**config.mk**
```make
export PLATFORM = sky130hd
export DESIGN_NAME = uart_rx_fifo_flat
export DESIGN_NICKNAME = d
export VERILOG_FILES = /design/src/rtl/uart_rx_fifo_if.sv /design/src/rtl/uart_rx_fifo.sv /design/src/flat_wrapper.sv
export SDC_FILE = /design/constraint.sdc
export NUM_CORES = 1
export LEC_CHECK = 0
export CAP_MARGIN = 20
export CORE_UTILIZATION = 44
export DETAILED_ROUTE_END_ITERATION = 16
export GPL_TIMING_DRIVEN = 0
export PLACE_DENSITY_LB_ADDON = 0.1
export SYNTH_ARGS = -nofsm -noshare
export SYNTH_HDL_FRONTEND = slang
export SYNTH_SLANG_ARGS = --single-unit
```
**constraint.sdc**
```tcl
create_clock -name clk -period 3.49 [get_ports clk]
set_input_delay 0.698 -clock clk [delete_from_list [all_inputs] [get_ports clk]]
set_output_delay 0.698 -clock clk [all_outputs]
set_load 0.005 [all_outputs]
```
**src/rtl/uart_rx_fifo_if.sv**
```systemverilog
// Receiver-to-host handshake bundle for the UART receive FIFO.
// The master side is the receiver and host; the slave side is the FIFO.
interface uart_rx_fifo_if #(
  parameter int unsigned DBITS  = 8,
  parameter int unsigned ADDR_W = 4
);
  logic              rxDone;
  logic [DBITS-1:0]  rxData;
  logic              rdValid;
  logic [DBITS-1:0]  rdData;
  logic              rdReady;
  logic              full;
  logic              empty;
  logic [ADDR_W:0]   count;
  logic              overrun;
  logic              ovrClr;
  logic              rtsN;

  modport master (
    output rxDone, rxData, rdReady, ovrClr,
    input  rdValid, rdData, full, empty, count, overrun, rtsN
  );

  modport slave (
    input  rxDone, rxData, rdReady, ovrClr,
    output rdValid, rdData, full, empty, count, overrun, rtsN
  );
endinterface

```
**src/rtl/uart_rx_fifo.sv**
```systemverilog
// Circular FWFT receive FIFO behind the UART receiver, with sticky overrun
// and an almost-full RTS flow-control output.
module uart_rx_fifo #(
  parameter int unsigned DBITS    = 8,
  parameter int unsigned ADDR_W   = 4,
  parameter int unsigned AF_LEVEL = 12
) (
  input  logic          clk,
  input  logic          resetn,
  uart_rx_fifo_if.slave bus
);

  localparam int unsigned DEPTH = 2 ** ADDR_W;
  localparam int unsigned PW    = ADDR_W + 1;

  logic [DBITS-1:0] r_mem [DEPTH];
  logic [PW-1:0]    r_wr_ptr;
  logic [PW-1:0]    r_rd_ptr;
  logic             r_overrun;
  logic             r_rts_n;

  logic [PW-1:0]    w_count;
  logic [PW-1:0]    w_count_nxt;
  logic             w_full;
  logic             w_empty;
  logic             w_pop;
  logic             w_push;
  logic             w_drop;

  // Pointer MSB distinguishes a full ring from an empty one.
  assign w_empty = (r_wr_ptr == r_rd_ptr);
  assign w_full  = (r_wr_ptr[ADDR_W] != r_rd_ptr[ADDR_W]) &&
                   (r_wr_ptr[ADDR_W-1:0] == r_rd_ptr[ADDR_W-1:0]);
  assign w_count = r_wr_ptr - r_rd_ptr;

  // A pop in the same cycle frees a slot, so a full FIFO still accepts.
  assign w_pop   = !w_empty && bus.rdReady;
  assign w_push  = bus.rxDone && (!w_full || w_pop);
  assign w_drop  = bus.rxDone && w_full && !w_pop;

  assign w_count_nxt = w_count + {{ADDR_W{1'b0}}, w_push} - {{ADDR_W{1'b0}}, w_pop};

  always_ff @(posedge clk or negedge resetn) begin
    if (!resetn) begin
      r_wr_ptr  <= '0;
      r_rd_ptr  <= '0;
      r_overrun <= 1'b0;
      r_rts_n   <= 1'b0;
    end else begin
      if (w_push) r_wr_ptr <= r_wr_ptr + PW'(1);
      if (w_pop)  r_rd_ptr <= r_rd_ptr + PW'(1);
      // A drop in the same cycle as a clear keeps the flag set.
      if (w_drop)          r_overrun <= 1'b1;
      else if (bus.ovrClr) r_overrun <= 1'b0;
      r_rts_n <= (32'(w_count_nxt) >= AF_LEVEL);
    end
  end

  // Storage is intentionally not reset.
  always_ff @(posedge clk) begin
    if (w_push) r_mem[r_wr_ptr[ADDR_W-1:0]] <= bus.rxData;
  end

  assign bus.rdData  = r_mem[r_rd_ptr[ADDR_W-1:0]];
  assign bus.rdValid = !w_empty;
  assign bus.full    = w_full;
  assign bus.empty   = w_empty;
  assign bus.count   = w_count;
  assign bus.overrun = r_overrun;
  assign bus.rtsN    = r_rts_n;

endmodule
```
**src/flat_wrapper.sv**
```systemverilog
// flat-port wrapper written by rule: the top's interface ports become plain ports
module uart_rx_fifo_flat 
#(
  parameter int unsigned DBITS    = 8,
  parameter int unsigned ADDR_W   = 4,
  parameter int unsigned AF_LEVEL = 12
)
  (clk, resetn, bus_rxDone, bus_rxData, bus_rdReady, bus_ovrClr, bus_rdValid, bus_rdData, bus_full, bus_empty, bus_count, bus_overrun, bus_rtsN);
  uart_rx_fifo_if #(.DBITS(DBITS), .ADDR_W(ADDR_W)) bus_i ();
  input  logic clk;
  input  logic resetn;
  input wire logic [$bits(bus_i.rxDone)-1:0] bus_rxDone;
  input wire logic [$bits(bus_i.rxData)-1:0] bus_rxData;
  input wire logic [$bits(bus_i.rdReady)-1:0] bus_rdReady;
  input wire logic [$bits(bus_i.ovrClr)-1:0] bus_ovrClr;
  output wire logic [$bits(bus_i.rdValid)-1:0] bus_rdValid;
  output wire logic [$bits(bus_i.rdData)-1:0] bus_rdData;
  output wire logic [$bits(bus_i.full)-1:0] bus_full;
  output wire logic [$bits(bus_i.empty)-1:0] bus_empty;
  output wire logic [$bits(bus_i.count)-1:0] bus_count;
  output wire logic [$bits(bus_i.overrun)-1:0] bus_overrun;
  output wire logic [$bits(bus_i.rtsN)-1:0] bus_rtsN;
  assign bus_i.rxDone = bus_rxDone;
  assign bus_i.rxData = bus_rxData;
  assign bus_i.rdReady = bus_rdReady;
  assign bus_i.ovrClr = bus_ovrClr;
  assign bus_rdValid = bus_i.rdValid;
  assign bus_rdData = bus_i.rdData;
  assign bus_full = bus_i.full;
  assign bus_empty = bus_i.empty;
  assign bus_count = bus_i.count;
  assign bus_overrun = bus_i.overrun;
  assign bus_rtsN = bus_i.rtsN;
  uart_rx_fifo #(.DBITS(DBITS), .ADDR_W(ADDR_W), .AF_LEVEL(AF_LEVEL)) u_core (.clk(clk), .resetn(resetn), .bus(bus_i));
endmodule
```
# Word level (Yosys, flattened, before mapping)
# Memory sizes are Yosys's and may differ from the RTL's.
# Cells that the tools add are included.
[totals]
reg_bits = 12
mem_bits_rw = 128
n_memories = 1
output_inout_bits = 18
wordCells = 28
[classes]
n_lt_le_gt_ge = 1
eq_ne = 3
n_mux = 4
addsub = 5
n_reduce_logical = 10
[mem_list]
columns = ["name", "words", "word_bits", "read_ports", "rd_ports_with_merged_regs", "write_ports", "line_no", "rtl"]
rows = [
  ["u_core.r_mem", 16, 8, 1, 0, 1, "uart_rx_fifo.sv:16", "logic [DBITS-1:0] r_mem [DEPTH];"],
]
[ops]
columns = ["op", "n"]
rows = [
  ["$add A5 B1 Y5 const B", 2],
  ["$add A5 B1 Y5", 1],
  ["$eq A5 B5 Y1", 1],
  ["$ge A5 B4 Y1 const B", 1],
  ["$logic_and A1 B1 Y1", 5],
  ["$sub A5 B1 Y5", 1],
  ["$sub A5 B5 Y5", 1],
  ["$eq A4 B4 Y1", 1],
  ["$mux W1", 4],
  ["$logic_not A1 Y1", 3],
  ["$reduce_bool A2 Y1", 1],
  ["$logic_or A1 B1 Y1", 1],
  ["$ne A1 B1 Y1", 1],
]

# Longest topological paths before layout
# Gate-level depths: netlist (run 1).
[depth]
depth_word = 8
ltp_mapped = 17

# Worst setup path after synthesis (run 1)
# OpenSTA, ideal clock, no wires.
[synth_timing]
path_type = "register to register"
from = "register u_core.r_rd_ptr[1]"
to = "register u_core.r_rts_n, in the netlist u_core.bus.rtsN"
setup_ps = 124
path_stages_with_launch = 18
slack_ps = -301
arrival_time_ps = 3667
required_ps = 3366
path_cell_list = "dfrtp_1 -> clkbuf_1 -> clkbuf_1 -> inv_1 -> ha_1 -> nand4_1 -> nor2_1 -> nor2b_1 -> clkbuf_1 -> ha_1 -> inv_1 -> ha_1 -> fa_1 -> a21o_1 -> a21oi_1 -> xnor3_1 -> xnor3_1 -> a211o_1"
[synth_between]
elab_chain_cells = 8
elab_cells_between_ends = 12
[synth_lines]
columns = ["item", "line_no", "rtl"]
rows = [
  ["from (decl)", "uart_rx_fifo.sv:18", "logic [PW-1:0] r_rd_ptr;"],
  ["from (signal assigned)", "uart_rx_fifo.sv:51", "if (w_pop) r_rd_ptr <= r_rd_ptr + PW'(1);"],
  ["$eq A5 B5 Y1 *", "uart_rx_fifo.sv:31", "assign w_empty = (r_wr_ptr == r_rd_ptr);"],
  ["via bus_empty", "flat_wrapper.sv:19", "output wire logic [$bits(bus_i.empty)-1:0] bus_empty;"],
  ["$logic_not A1 Y1 *", "uart_rx_fifo.sv:37", "assign w_pop = !w_empty && bus.rdReady;"],
  ["$logic_and A1 B1 Y1 *", "uart_rx_fifo.sv:37", ""],
  ["$logic_or A1 B1 Y1", "uart_rx_fifo.sv:38", "assign w_push = bus.rxDone && (!w_full || w_pop);"],
  ["$logic_and A1 B1 Y1", "uart_rx_fifo.sv:38", ""],
  ["$add A5 B1 Y5", "uart_rx_fifo.sv:41", "assign w_count_nxt = w_count + {{ADDR_W{1'b0}}, w_push} - {{ADDR_W{1'b0}}, w_pop};"],
  ["$sub A5 B1 Y5 *", "uart_rx_fifo.sv:41", ""],
  ["$ge A5 B4 Y1 *", "uart_rx_fifo.sv:55", "r_rts_n <= (32'(w_count_nxt) >= AF_LEVEL);"],
  ["to (signal assigned)", "uart_rx_fifo.sv:55", ""],
  ["to (decl)", "uart_rx_fifo.sv:20", "logic r_rts_n;"],
]
# The timed path passes the listed nets; every way through them passes the cells marked *.
# A chain may end at the register's enable or synchronous reset.

# Final worst setup path (run 1)
[layout_timing]
from = "register u_core.r_rd_ptr[1]"
to = "register u_core.r_rts_n, in the netlist u_core.bus.rtsN"
[layout_between]
elab_chain_cells = 8
elab_cells_between_ends = 12
[layout_lines]
columns = ["item", "line_no"]
rows = [
  ["parallel branches: the longest is 6 deep, another holds $sub A5 B5 Y5", "n/a"],
  ["$sub A5 B1 Y5 *", "uart_rx_fifo.sv:41"],
  ["$ge A5 B4 Y1 *", "uart_rx_fifo.sv:55"],
]
# Every way passes the cells marked *.

==> results.env, run 1 <==
RELSLEWSLACK=0.409
DIE-AREA_UM2=13900
CRITPATHLAUNCHTYPE='register'
FIRST_DRT_PASS_ITERATION_COUNT=4
ENDPOINT_KIND='register'
ANTENNA-DIODE-COUNT=0
SYN_INST=289
CTS_ROOT_BUF='clkbuf_16'
GRT_ANTENNA_BEFORE_REPAIR=0
CELLS_TRAVERSED_ALONG_THE_WORST_TIMING_PATH='clkbuf_8, clkbuf_16, inv_2, ha_1, nand4_1, nor2_2, nor2b_4, ha_1, inv_1, ha_2, fa_2, a21o_1, a21oi_2, xnor3_1, xnor3_1, a211o_1'
SYNTH_WARNINGS=0
YOSYS.AREA_SHARE.XOR_XNOR=0.0297
TOP_LEVEL_PORTS=31
MAPPEDNETLISTNETS=318
WORST-SETUP-PATH-TYPE='reg2reg'
VDD_IR_DROP_MAX_mV=1.38
ROWS=42
POST_SYNTH_MUX_AREA_SHARE=0.171
SYNTH-SIMPLE-AREA-SHARE=0.0278
ROUTED_VIA_DENSITY=5.28
GRT_MAX_DEGREE=17
MIN-DELAY-PATH-CLASS='reg2reg'
CP_DATA_REQUIRED_TIME_NS=3.79
AREAGROWTHSYNTHTOFINISH_PCT=21.1
CTS.REPORTEDPATHS.CLKPINSLEW_NS=0.05
DETAILEDROUTE.FIRSTITERATIONVIOLATIONS=243
CLOCK_SKEWS_NS=0.00544
YOSYSTOPAREACELL='edfxtp_1'
DIE_H_UM=118
TIMING.FINAL.WS_SETUP_NS=0.0289
SYNTH-MAIN-FF-CELL='edfxtp_1'
CRIT_FAMILY='adder cells'
SYNTH-COMPOUND-AREA-SHARE=0.0135
GPL.FINAL_WEIGHTED_CONGESTION=0.717
TIMING.MAX_CAP.VIOLATIONS=0
CPPEAKSTAGEDELAY_NS=0.36
WIRELENGTH_UM=11200
NET_COUNT_FINAL=384
SUMMED_INSTANCE_AREA_OF_THE_SYNTHESIZED_NETLIST_UM2=5930
CTS_NUM_SINKS=140
TOTAL_POWER_mW=7.00
SYNTH_TOP_CELL_AREA_SHARE=0.648
CRITICAL_PATH.MAX_FANOUT=4
PLACED_AREA_UM2=6500
CTS_HOLD_BUF=0
SYNTH_MOST_COMMON_CELL='edfxtp_1'
WORST-ENDPOINT-ARRIVAL_NS=3.76
INITIAL_CORE_UTIL=0.450
N_FILL_CELL=1055
SYNTH.YOSYS.SEQ_AREA_SHARE=0.699
CRITPATHBUFINV=4
PER_CELL_ROUTED_WIRE_LENGTH_UM=20.7
PLACE.DETAILED.HPWL_UM=7650
POST-ROUTE-PERIOD-UTIL=0.992
H-TREE-DEPTH=4
FINALHOLDVIOLCOUNT=0
NUMBER_OF_ENABLE_FLIP_FLOP_CELLS_AFTER_SYNTHESIS=128
FINAL_LAYOUT_SIZE_SUFFIX_GT1_FRAC=0.199
TRITONCTS='built'
FINAL-INSTANCE-COUNT-EXCL-FILL=543
POWERDENSITY_nW_PER_UM2=976
GR-USAGE-ALL-LAYERS=0.178
YS_ASYNC_SR_FRACTION=0.0857
PLACE.PORT_BUFFERS=30
MAX_FREQ_MHz=289
GR-TOTAL-OVERFLOW=0
CLOCK_INSERTION_DELAY_WORST_SKEW_NS=0.41
MIN_PERIOD_NS=3.46
GRT_SETUP_UNREPAIRED='true'
CTS_BUFFERS=17
P_LEAK_nW=2.55
YOSYS.AREA_SHARE.ADDER=0.0363
FINAL_NUMBER_OF_SETUP_VIOLATING_ENDPOINTS=0
RUN_STATUS='complete, no violations'
SEQ_AREA_UM2=4140
SYNTH_TOP_FAMILY_BY_AREA='multiplexers'
FINALMAXSLEWVIOLATIONS=0
PRE_CTS_SLACK_NS=-0.428
TIMING_WORST_SLEW_PIN_VALUE_NS=0.883
REG2REG_SETUP_SLACK_NS=0.03
GRT_FIRST_PASS_WIRELENGTH_UM=17500
VIA_COUNT=2868
TOTAL_INSTANCE_COUNT_AFTER_DETAILED_PLACEMENT=499
POST_SYNTH.CELL_AREA_AVG_UM2=20.5
FINISH.INSTANCE_AREA_UM2=7180
CRITICAL-PATH-SLOWEST-CELL='dfrtp_1'
DRCVIOLATIONCOUNT=0
ROUTE.ANTENNA.REMAINING_NETS=0
DIE_WIDTH_UM=118
POST_SYNTH_MOST_FREQUENT_CELLS='edfxtp_1, mux4_1, nor2_1'
NUMBER_OF_STORAGE_ELEMENTS_IN_THE_SYNTHESIS_NETLIST=140
MULTI_INPUT_GATE_AREA_UM2=1670
CTS_BUFFER_DEPTH=2
SYNTH.LIB_CELLS_USED.DISTINCT=29
GRT_PASS1_VIAS=2877
PLACEABLECOREAREA_UM2=13200
POST_SYNTH_MAIN_AREA_CONTRIBUTORS='edfxtp_1, mux4_1, dfrtp_1, mux4_2, ha_1'
[registers in the layout, indices dropped and copies added, names as in the netlist]
signal / count
u_core.r_mem: 128
u_core.r_rd_ptr: 5
u_core.r_wr_ptr: 5
u_core.bus.overrun: 1
u_core.bus.rtsN: 1
[worst paths after layout]
check	cells after the start	start	end
worst max register to register	16	u_core.r_rd_ptr[1]	u_core.bus.rtsN
worst min-delay path	2	u_core.bus.overrun	u_core.bus.overrun
worst min register to register	2	u_core.bus.overrun	u_core.bus.overrun
min in group asynchronous	1	resetn	u_core.bus.rtsN
max in group asynchronous	1	resetn	u_core.bus.overrun
worst max-delay path	16	u_core.r_rd_ptr[1]	u_core.bus.rtsN
[cell usage in the layout, fill, tap and decap left out, types with 3 or more instances in the layout]
cell type and n:
buf_2 4, edfxtp_1 128, clkdlybuf4s50_1 29, nor3_1 4, clkinv_1 4, dfrtp_1 12, ha_1 12, inv_1 12
a21o_1 4, mux4_2 13, xor2_1 4, nor2_1 15, xnor2_1 11, nand2_1 9, mux4_1 27, buf_6 4
clkbuf_16 18, clkbuf_1 5, o21ai_0 3, nand4_1 4, clkinv_2 4, buf_4 16
[metal layers]
layer | GRT usage | part of all wire
met5 | 0 | 0
met4 | 0.0817 | 0.017
met3 | 0.0417 | 0.041
met2 | 0.251 | 0.46
met1 | 0.263 | 0.48
[repair_timing]
item                                    4_1_cts  5_1_grt
buffers inserted                              9        6
pin swaps                                     2        3
resized for setup                            14        2
endpoints found under the setup margin       10       10
endpoints found under the hold margin         0        0
cloned                                        0        0
[layout make-up]
type / count / area share
Buffer: 11 / 0.0160
Clock buffer: 20 / 0.0608
Clock inverter: 11 / 0.0143
Inverter: 14 / 0.00732
Multi-Input combinational cell: 122 / 0.233
Sequential cell: 140 / 0.577
Tap cell: 176 / 0.0307
Timing Repair Buffer: 49 / 0.0605
[worst register-to-register path: stages, from the launching register on]
cell and delay [ns]:
dfrtp_1 0.36, clkbuf_8 0.15, clkbuf_16 0.13, inv_2 0.05, ha_1 0.29, nand4_1 0.18
nor2_2 0.24, nor2b_4 0.07, ha_1 0.27, inv_1 0.04, ha_2 0.18, fa_2 0.36
a21o_1 0.18, a21oi_2 0.14, xnor3_1 0.23, xnor3_1 0.20, a211o_1 0.27
[cell families (layout without fill, tap and decap cells)]
logic type | Yosys count | in the layout
mux | 40 | 40
simple gates | 37 | 37
flops | 140 | 140
buf+inv | 27 | 105
xor+xnor | 17 | 17
fa+ha+maj | 16 | 16
compound gates | 12 | 12
[metrics by stage]
step,setup TNS [ns],util,hold slack (ns)
after CTS,0,0.540,0.532
after detailed placement,-0.428,0.493,0.524
after floorplan,0,-,0.402
final,0,0.544,0.530
after global placement,-0.398,0.491,0.508
after global routing,-0.502,0.544,0.544
[power by group]
part           internal (mW)  switching (mW)  total (mW)  leakage [nW]
Sequential              2.07          0.0887        2.15          1.30
Clock                   1.03           0.618        1.65         0.263
Combinational           1.78            1.42        3.20         0.985
Total                   4.88            2.13        7.00          2.55
No activity file was read; power rests on OpenSTA's default activity.
==> run 2, diff against run 1 <==
--- a/config.mk
+++ b/config.mk
@@ -6,10 +6,13 @@
 export NUM_CORES = 1
 export LEC_CHECK = 0
 export CAP_MARGIN = 20
+export CORE_MARGIN = 1
 export CORE_UTILIZATION = 44
+export CTS_CLUSTER_DIAMETER = 30
 export DETAILED_ROUTE_END_ITERATION = 16
 export GPL_TIMING_DRIVEN = 0
 export PLACE_DENSITY_LB_ADDON = 0.1
+export REMOVE_ABC_BUFFERS = 1
 export SYNTH_ARGS = -nofsm -noshare
 export SYNTH_HDL_FRONTEND = slang
 export SYNTH_SLANG_ARGS = --single-unit
==> run 2 against run 1 <==
Against the previous run:
- critical path type is now reg2out
- sequential share of layout area shrank 0.12 points
- flip-flop and latch count is the same
- die area is the same
- fmax grew 2.8%
==> results.env, run 2 (synthesis gave the netlist of run 1 again) <==
REG2REG_DEPTH=14  # was 16
DIE-AREA_UM2=13900  # unchanged
WORST-ENDPOINT-ARRIVAL_NS=2.67  # was 3.76 ns
CLOCK_INSERTION_DELAY_WORST_SKEW_NS=0.43  # was 0.41 ns
ROWS=42  # unchanged
GRT_FIRST_PASS_WIRELENGTH_UM=18300  # was 17500 um
GR-USAGE-ALL-LAYERS=0.189  # was 0.178
WHS_NS=0.532  # was 0.530 ns
FIRST_DRT_PASS_ITERATION_COUNT=5  # was 4
FINAL_NUMBER_OF_SETUP_VIOLATING_ENDPOINTS=0  # unchanged
ROUTED_VIA_DENSITY=5.39  # was 5.28
N_FILL_CELL=1031  # was 1055
CRIT_FAMILY='multiplexers'  # was adder cells
DRCVIOLATIONCOUNT=0  # unchanged
MIN_PERIOD_NS=3.37  # was 3.46 ns
FINALMAXSLEWVIOLATIONS=0  # unchanged
DIE_WIDTH_UM=118  # unchanged
CRITPATHLAUNCHTYPE='register'  # unchanged
CTS_BUFFER_DEPTH=2  # unchanged
P_LEAK_nW=2.53  # was 2.55 nW
CTS.REPORTEDPATHS.CLKPINSLEW_NS=0.06  # was 0.05 ns
H-TREE-DEPTH=4  # unchanged
TRITONCTS='built'  # unchanged
DIE_H_UM=118  # unchanged
VDD_IR_DROP_MAX_mV=1.13  # was 1.38 mV
CRITICAL_PATH_DEPTH=4  # was 16
INITIAL_CORE_UTIL=0.450  # unchanged
VIA_COUNT=2859  # was 2868
GRT_ANTENNA_BEFORE_REPAIR=0  # unchanged
PER_CELL_ROUTED_WIRE_LENGTH_UM=22.6  # was 20.7 um
ANTENNA-DIODE-COUNT=0  # unchanged
ENDPOINT_KIND='output pin'  # was register
CLOCK_SKEWS_NS=0.0194  # was 0.00544 ns
TIMING.MAX_CAP.VIOLATIONS=0  # unchanged
DETAILEDROUTE.FIRSTITERATIONVIOLATIONS=226  # was 243
GRT_MAX_DEGREE=27  # was 17
CTS_NUM_SINKS=140  # unchanged
CTS_HOLD_BUF=0  # unchanged
WIRELENGTH_UM=12000  # was 11200 um
GRT_PASS1_VIAS=2969  # was 2877
CELLS_TRAVERSED_ALONG_THE_WORST_TIMING_PATH='buf_4, mux4_1, mux4_2, clkdlybuf4s50_1'  # was clkbuf_8, clkbuf_16, inv_2, ha_1, nand4_1, nor2_2, nor2b_4, ha_1, inv_1, ha_2, fa_2, a21o_1, a21oi_2, xnor3_1, xnor3_1, a211o_1
GRT_SETUP_UNREPAIRED='true'  # unchanged
TOTAL_INSTANCE_COUNT_AFTER_DETAILED_PLACEMENT=488  # was 499
LAYOUT_COMMONEST_CELL='edfxtp_1'  # unchanged
PLACEABLECOREAREA_UM2=13200  # unchanged
GPL.FINAL_WEIGHTED_CONGESTION=0.728  # was 0.717
ROUTE.ANTENNA.REMAINING_NETS=0  # unchanged
RUN_STATUS='complete, no violations'  # unchanged
FLIP_FLOP_COUNT_OF_THE_LARGEST_REGISTER_ALL_COPIES_AND_WORDS_ADDED=128  # unchanged
TOP_LEVEL_PORTS=31  # unchanged
FINALHOLDVIOLCOUNT=0  # unchanged
MIN_PATH_CELLS=2  # unchanged
WORST-SETUP-PATH-TYPE='reg2out'  # was reg2reg
POWERDENSITY_nW_PER_UM2=971  # was 976 nW/um^2
GR-TOTAL-OVERFLOW=0  # unchanged
TIMING_WORST_SLEW_PIN_VALUE_NS=1.07  # was 0.883 ns
CP_DATA_REQUIRED_TIME_NS=2.79  # was 3.79 ns
RELSLEWSLACK=0.281  # was 0.409
CRITPATHBUFINV=2  # was 4
CTS_BUFFERS=17  # unchanged
MIN-DELAY-PATH-CLASS='reg2reg'  # unchanged
CTS_ROOT_BUF='clkbuf_16'  # unchanged
PLACE.PORT_BUFFERS=30  # unchanged
PLACE.DETAILED.HPWL_UM=7110  # was 7650 um
LAYOUT_COMMON_CELLS='edfxtp_1, mux4_1, clkdlybuf4s50_1'  # was edfxtp_1, clkdlybuf4s50_1, mux4_1
CPPEAKSTAGEDELAY_NS=0.59  # was 0.36 ns
MAX_FREQ_MHz=297  # was 289 MHz
CRITICAL_PATH.MAX_FANOUT=9  # was 4
POST-ROUTE-PERIOD-UTIL=0.965  # was 0.992
AREAGROWTHSYNTHTOFINISH_PCT=21.7  # was 21.1%
FINAL-INSTANCE-COUNT-EXCL-FILL=530  # was 543
CRITICAL-PATH-SLOWEST-CELL='mux4_1'  # was dfrtp_1
NET_COUNT_FINAL=370  # was 384
FIN_TNS_SETUP_NS=0  # unchanged
FINAL_LAYOUT_SIZE_SUFFIX_GT1_FRAC=0.206  # was 0.199
[run 2: changes by cell type in the layout (fill, tap and decap cells not counted), sizes merged]
cell | before | now
buf | 26 | 15
clkbuf | 24 | 19
inv | 14 | 17
clkinv | 8 | 6
bufinv | 2 | 3
clkdlybuf4s50 | 29 | 30
clkinvlp | 1 | 2
dlygate4sd2 | 1 | 0
[run 2: metal layers]
metal,track usage,vias to the layer above,wire length [um]
met5,0,-,0
met4,0.0785,0,162
met3,0.0373,10,400
met2,0.304,58,6010
met1,0.253,1510,5400
li1,-,1281,-
[run 2: path summary, 6_finish.rpt]
| path | startpoint | to | slack (ns) |
|---|---|---|---|
| worst max-delay path | u_core.r_rd_ptr[0] | bus_rdData[6] | 0.12 |
| worst min-delay path | u_core.bus.overrun | u_core.bus.overrun | 0.53 |
| max in group asynchronous | resetn | u_core.r_rd_ptr[2] | 2.37 |
| min in group asynchronous | resetn | u_core.bus.rtsN | 0.65 |
| worst min register to register | u_core.bus.overrun | u_core.bus.overrun | 0.53 |
| worst max register to register | u_core.r_rd_ptr[3] | u_core.bus.rtsN | 0.15 |
[run 2: cell type report]
type                       count  area, um^2  share of cell area
tap                          176         220              0.0305
clock inverter                14         169              0.0234
timing repair buffer          46         473              0.0655
inverter                      14        57.6             0.00797
clock buffer                  18         429              0.0595
sequential                   140        4160               0.576
multi-input combinational    122        1710               0.237
[run 2: where the power goes]
group	internal [mW]	switching [mW]
registers	2.08	0.131
clock network	1.13	0.690
logic	1.66	1.33
[run 2: tightest hold or removal path: cells and delay by family (launching register included)]
family | cells | cell delay, ns
compound gates | 1 | 0.06
buf+inv | 1 | 0.05
flops | 1 | 0.38
[run 2: through the flow]
stage / area [um^2] / total power, mW / setup WS [ns] / util
after floorplan: 5850 / 4.08 / -0.479 / -
after global placement: 6370 / 5.03 / -1.50 / 0.483
after detailed placement: 6470 / 5.10 / -0.782 / 0.490
after CTS: 7150 / 7.03 / 0.00857 / 0.542
after global routing: 7220 / 7.44 / -0.0408 / 0.547
final: 7220 / 7.01 / 0.122 / 0.547
[run 2: timing repair]
action / 4_1_cts / 5_1_grt
endpoints found under the setup margin: 98 / 2
setup buffers: 6 / 1
gates resized for setup: 11 / 4
pin swaps: 1 / 2
